## config.mk

```make
export PLATFORM = sky130hd
export DESIGN_NAME = io_seg7_ctrl
export DESIGN_NICKNAME = d
export VERILOG_FILES = /design/src/rtl/io_pkg.sv /design/src/rtl/seg7_hex_decode.sv /design/src/rtl/io_seg7_ctrl.sv
export SDC_FILE = /design/constraint.sdc
export NUM_CORES = 1
export LEC_CHECK = 0
export ABC_CLOCK_PERIOD_IN_PS = 3800
export BUFFER_PORTS_ARGS = -buffer_cell sky130_fd_sc_hd__buf_2
export CAP_MARGIN = 20
export CORE_MARGIN = 2
export CORE_UTILIZATION = 56
export DETAILED_ROUTE_END_ITERATION = 6
export GPL_TIMING_DRIVEN = 0
export PLACE_DENSITY = 0.77
export REMOVE_ABC_BUFFERS = 1
export SLEW_MARGIN = 20
export SYNTH_ARGS = -nofsm -noshare
export SYNTH_HDL_FRONTEND = slang
export SYNTH_SLANG_ARGS = --single-unit
```

## constraint.sdc

```tcl
create_clock -name clock -period 3.8 [get_ports clock]
set_input_delay 0.38 -clock clock [delete_from_list [all_inputs] [get_ports clock]]
set_output_delay 0.38 -clock clock [all_outputs]
set_load 0.01 [all_outputs]
```

## src/rtl/io_pkg.sv

```systemverilog
// io_pkg: shared IO-side constants for the seven-segment controller.
package io_pkg;
    typedef enum logic [1:0] {
        SEG7_OFF_DATA   = 2'd0,
        SEG7_OFF_CTRL   = 2'd1,
        SEG7_OFF_STATUS = 2'd2,
        SEG7_OFF_RSVD   = 2'd3
    } seg7_reg_e;
    localparam logic [7:0] SEG7_BLANK = 8'hFF;
    // Active-low {g,f,e,d,c,b,a}; entry 0 is the rightmost element.
    localparam logic [15:0][6:0] SEG7_HEX7 = {
        7'h0E, 7'h06, 7'h21, 7'h46, 7'h03, 7'h08, 7'h10, 7'h00,
        7'h78, 7'h02, 7'h12, 7'h19, 7'h30, 7'h24, 7'h79, 7'h40
    };
endpackage

```

## src/rtl/seg7_hex_decode.sv

```systemverilog
// seg7_hex_decode: nibble to active-low seven-segment pattern.
module seg7_hex_decode
    import io_pkg::*;
(
    input  logic [3:0] nib,
    output logic [6:0] seg
);
    assign seg = SEG7_HEX7[nib];
endmodule

```

## src/rtl/io_seg7_ctrl.sv

```systemverilog
// io_seg7_ctrl: memory-mapped 8-digit multiplexed seven-segment controller.
module io_seg7_ctrl
    import io_pkg::*;
#(
    parameter int SCAN_DIV = 100000
) (
    input  logic        clock,
    input  logic        reset,
    input  logic        cs,
    input  logic        ioWrite,
    input  logic        ioRead,
    input  logic [3:0]  addr,
    input  logic [31:0] wdata,
    output logic [31:0] rdata,
    output logic [7:0]  seg_en,
    output logic [7:0]  seg_out
);
    localparam int PW = $clog2(SCAN_DIV);
    logic [PW-1:0] pre_q, pre_d;
    logic [2:0]    idx_q, idx_d;
    logic [31:0]   data_q, data_d;
    logic [7:0]    mask_q, mask_d, dp_q, dp_d, en_q, en_d, seg_q, seg_d;
    logic [6:0]    hex;
    logic          tick, wr;
    seg7_reg_e     sel;
    assign sel  = seg7_reg_e'(addr[3:2]);
    assign wr   = cs & ioWrite;
    assign tick = pre_q == PW'(SCAN_DIV - 1);
    seg7_hex_decode u_dec (.nib(data_q[{idx_d, 2'b00} +: 4]), .seg(hex));
    // Output register samples pre-write DATA/CTRL at the new scan index.
    always_comb begin
        pre_d  = tick ? '0 : pre_q + PW'(1);
        idx_d  = tick ? idx_q + 3'd1 : idx_q;
        data_d = (wr && sel == SEG7_OFF_DATA) ? wdata : data_q;
        mask_d = (wr && sel == SEG7_OFF_CTRL) ? wdata[7:0] : mask_q;
        dp_d   = (wr && sel == SEG7_OFF_CTRL) ? wdata[15:8] : dp_q;
        en_d   = !tick ? en_q : mask_q[idx_d] ? ~(8'b1 << idx_d) : SEG7_BLANK;
        seg_d  = !tick ? seg_q : mask_q[idx_d] ? {~dp_q[idx_d], hex} : SEG7_BLANK;
        rdata  = !(cs && ioRead)       ? 32'h0 :
                 sel == SEG7_OFF_DATA   ? data_q :
                 sel == SEG7_OFF_CTRL   ? {16'h0, dp_q, mask_q} :
                 sel == SEG7_OFF_STATUS ? {29'h0, idx_q} : 32'h0;
    end
    always_ff @(posedge clock or posedge reset) begin
        if (reset) begin
            pre_q  <= '0;
            idx_q  <= '0;
            data_q <= '0;
            mask_q <= 8'hFF;
            dp_q   <= '0;
            en_q   <= SEG7_BLANK;
            seg_q  <= SEG7_BLANK;
        end else begin
            pre_q  <= pre_d;
            idx_q  <= idx_d;
            data_q <= data_d;
            mask_q <= mask_d;
            dp_q   <= dp_d;
            en_q   <= en_d;
            seg_q  <= seg_d;
        end
    end
    assign seg_en  = en_q;
    assign seg_out = seg_q;
endmodule

```

==> impl_summary.txt <==
----------------------------------------------------
[Status]
  Result of the run ... complete, no violations

[Floorplanning]
  Height of the die ... 96.2 um
  Die outline area ... between 0.009 and 0.01 mm^2
  Std cell rows ... 33
  Starting density of the core ... between 50% and 60%
  Total core area ... between 0.008 and 0.009 mm^2
  Number of ports placed on the die boundary ... just under 90
  Die X-Extent ... 96.2 um

[Yosys]
  Warning count from the yosys run ... 0
  Synthesized instance count ... 448
  Register bit total from synthesis ... between 80 and 90
  Multiplexer fraction of the synthesized cell area ... between 20% and 30%
  Netlist area before placement ... ~0.0048 mm^2
  Main combinational cell family by area after synthesis ... multiplexers
  Xor/xnor cell area share of the yosys netlist ... roughly 2.6%
  Synth cell types ... 55
  Synthesized-area fraction occupied by adder cells ... between 2 and 2.5%
  Async set-reset flop share out of synthesis ... 100%
  Average instance area after synthesis ... approximately 11 um^2
  Proportion of synthesized chip area in sequential cells ... roughly 45%
  Most frequently used flop master after synthesis ... dfrtp_1
  Fraction of the mapped netlist area in simple logic gates ... roughly 16%
  Fraction of the mapped netlist area in compound gates ... under 10%
  EDFF count, synth ... 0

[Cells and area]
  Most common library cell in the layout ignoring fill and taps ... buf_2
  Share of final-layout standard cells stronger than drive strength 1 ... a little under 40%
  Antenna diode instance count ... 0
  Commonest non-fill, non-tap cells in the layout ... buf_2 (86), dfrtp_1 (58), nor2_1 (56), mux2_2 (44), mux2i_1 (40)
  Final Net Count ... 584
  Area added between synthesis and finish ... 18.5%

[Timing]
  Final Cycle Share ... a little over nine tenths
  Shortest period the worst path allows ... 3590 ps
  Clock Skew ... 7.94 ps
  Final max-slew violation count ... 0
  Max Fclk ... between 200 and 300 MHz
  Final-layout worst hold slack ... between 20 and 30 ps
  Unrepaired setup endpoints after global routing ... false
  Endpoints failing hold ... 0
  Setup total negative slack ... 0 ps
  Slew at the pin with the worst max-slew slack ... about 1000 ps
  Slew headroom ... between 30% and 40%
  Final Worst Setup Slack ... between 200 and 250 ps
  Final setup violation count ... 0

[Job]
  Number of violations of the max-capacitance limit ... 0

[Pwr]
  Power share of the clock group ... about 31%
  Reg power frac ... between 40% and 50%
  Combinational Power Share ... approximately a fifth
  Net switching component of the power ... 629 uW
  Sw Share ... between 20 and 30%
  Worst IR drop on VDD ... approximately 0.24 mV
  Total internal power ... between 1.5 and 2 mW
  Total chip power ... between 2 and 2.5 mW
  P_leak ... 2.56 nW
  Pwr/cell area ... roughly 400 mW/mm^2

[Placed design]
  Number of buffers inserted by port buffering ... between 80 and 90
  HPWL after detailed placement ... between 7000 and 8000 um
  Placer Congestion ... approximately 0.86
  Worst Setup Slack post-DPL ... -593 ps

[Clocking]
  Sinks on the clock net ... between 80 and 90
  Clock tree root buffer cell ... clkbuf_8
  CTS H-tree depth ... 3
  Number of buffers created by CTS ... 9
  Clock transition at path regs ... 80 ps
  Clock tree from TritonCTS ... done
  Later-pin clock latency in the skew report ... 360 ps
  Deepest clock path buffer count ... 2

[Worst setup path]
  Max Fanout on Critical Path ... 14
  Worst path required time ... just over 4000 ps
  Data arrival at the endpoint of the critical path ... about 3900 ps
  CP endpoint kind ... flop
  Worst Setup Start Kind ... flop
  Path type of the worst setup path ... flop to flop
  Reg-to-reg setup timing slack ... ~210 ps

[Detailed routing]
  # DRC ... 0
  Final routed wirelength across all metal layers ... between 10000 and 15000 um
  Number of search-and-repair iterations in the first detailed-routing pass ... 4
  Routed length per placed instance ... approximately 17 um
  Via density per instance ... 5.74
  Via count ... around 3700
  Antenna-violating nets left ... 0
  Number of DRC violations after detailed-routing iteration 0 ... around 150

[Global routing]
  Antenna violations before repair ... 0
  Global routing usage summed across all routing layers ... around a quarter
  Global-route wire length before repair ... ~18000 um
  Maximum number of pins on one net before global-route repair ... between 50 and 60
  Overflow after GRT ... 0
  Via count of the first global-routing pass ... ~3600

[Worst hold path]
  Class of the tightest hold or removal check ... input port to async pin

----------------------------------------------------
-- path summary, 6_finish.rpt --
| kind | end | cells after the start | startpoint |
|---|---|---|---|
| hold / removal | data_q[3] | 2 | reset |
| min in group clock | data_q[3] | 3 | wdata[3] |
| setup / recovery | seg_out[3] | 11 | pre_q[12] |
| hold reg to reg | pre_q[0] | 1 | pre_q[0] |
| setup reg to reg | seg_out[3] | 11 | pre_q[12] |
| max in group asynchronous | seg_out[1] | 3 | reset |
-- cell usage after synthesis, types with 3 or more instances --
master	instances	area (um^2)
nor2_1	57	214
nand2_1	28	105
nand4_1	3	18.8
nor3_1	6	30.0
dfstp_2	24	631
and2_1	19	119
mux4_2	5	113
nor2b_1	7	43.8
a21oi_1	14	70.1
mux2i_1	40	400
o22ai_1	5	31.3
clkbuf_1	14	52.6
inv_1	12	45.0
o21ai_0	11	55.1
nand3_1	14	70.1
mux2_2	44	495
ha_1	9	113
buf_1	5	18.8
a31oi_1	4	25.0
xor2_1	8	70.1
nand2b_1	3	18.8
o21ai_1	3	15.0
dfrtp_1	60	1500
xnor2_1	6	52.6
or3_1	3	18.8
-- power groups by stage --
stage                     Combinational (mW)  Clock, mW  Sequential, mW
after floorplan                        0.326          0            1.10
after global placement                 0.413          0            1.13
after detailed placement               0.435          0            1.14
after CTS                              0.441      0.699            1.12
after global routing                   0.491      0.742            1.14
final                                  0.443      0.692            1.13
-- routing by layer --
metal	wire length, um	GRT usage [%]
met5	0	0
met4	193	10.5
met3	565	4.39
met2	5480	41.0
met1	4660	32.5
-- cell type report --
class	count	area [um^2]
clock buffers	13	179
well taps	105	131
flip-flops and latches	84	2130
clock inverters	3	42.5
repair buffers	98	556
multi-input cells	329	2550
inverters	12	47.5
fillers	650	2580
-- sequential cells by signal, indices dropped and copies added, names as in the netlist --
signal,count
data_q,32
pre_q,17
dp_q,8
mask_q,8
seg_en,8
seg_out,8
idx_q,3
-- cells by family (layout without fill, tap and decap cells) --
family          Yosys count  after routing
compound gates           59             59
xor+xnor                 14             14
fa+ha+maj                 9              9
buf+inv                  35            126
flops                    84             84
mux                      94             94
simple gates            153            153
-- what timing repair did --
item	CTS	global route
setup buffers	5	1
gates resized for setup	6	9
pin swaps	4	1
cloned	0	0
endpoints found under the setup margin	8	6
hold buffers	0	0
-- stage by stage --
stage | instances | util [%] | cell area (um^2)
floorplan | 425 | - | 4660
global placement | 616 | 63.5 | 5220
detailed placement | 622 | 64.7 | 5310
CTS | 643 | 68.0 | 5590
global route | 644 | 68.6 | 5640
finish | 644 | 68.6 | 5640
-- worst max-delay path: stages (launching register included) --
cell       delay (ps)
dfrtp_1           450
or4b_4            570
or4_4             590
mux2i_4           320
o22ai_1           170
a2111oi_2         330
nor2_1            160
buf_4             170
ha_1              230
mux2_1            300
mux2i_1           140
a21oi_1            90
No activity file was read; power rests on OpenSTA's default activity.
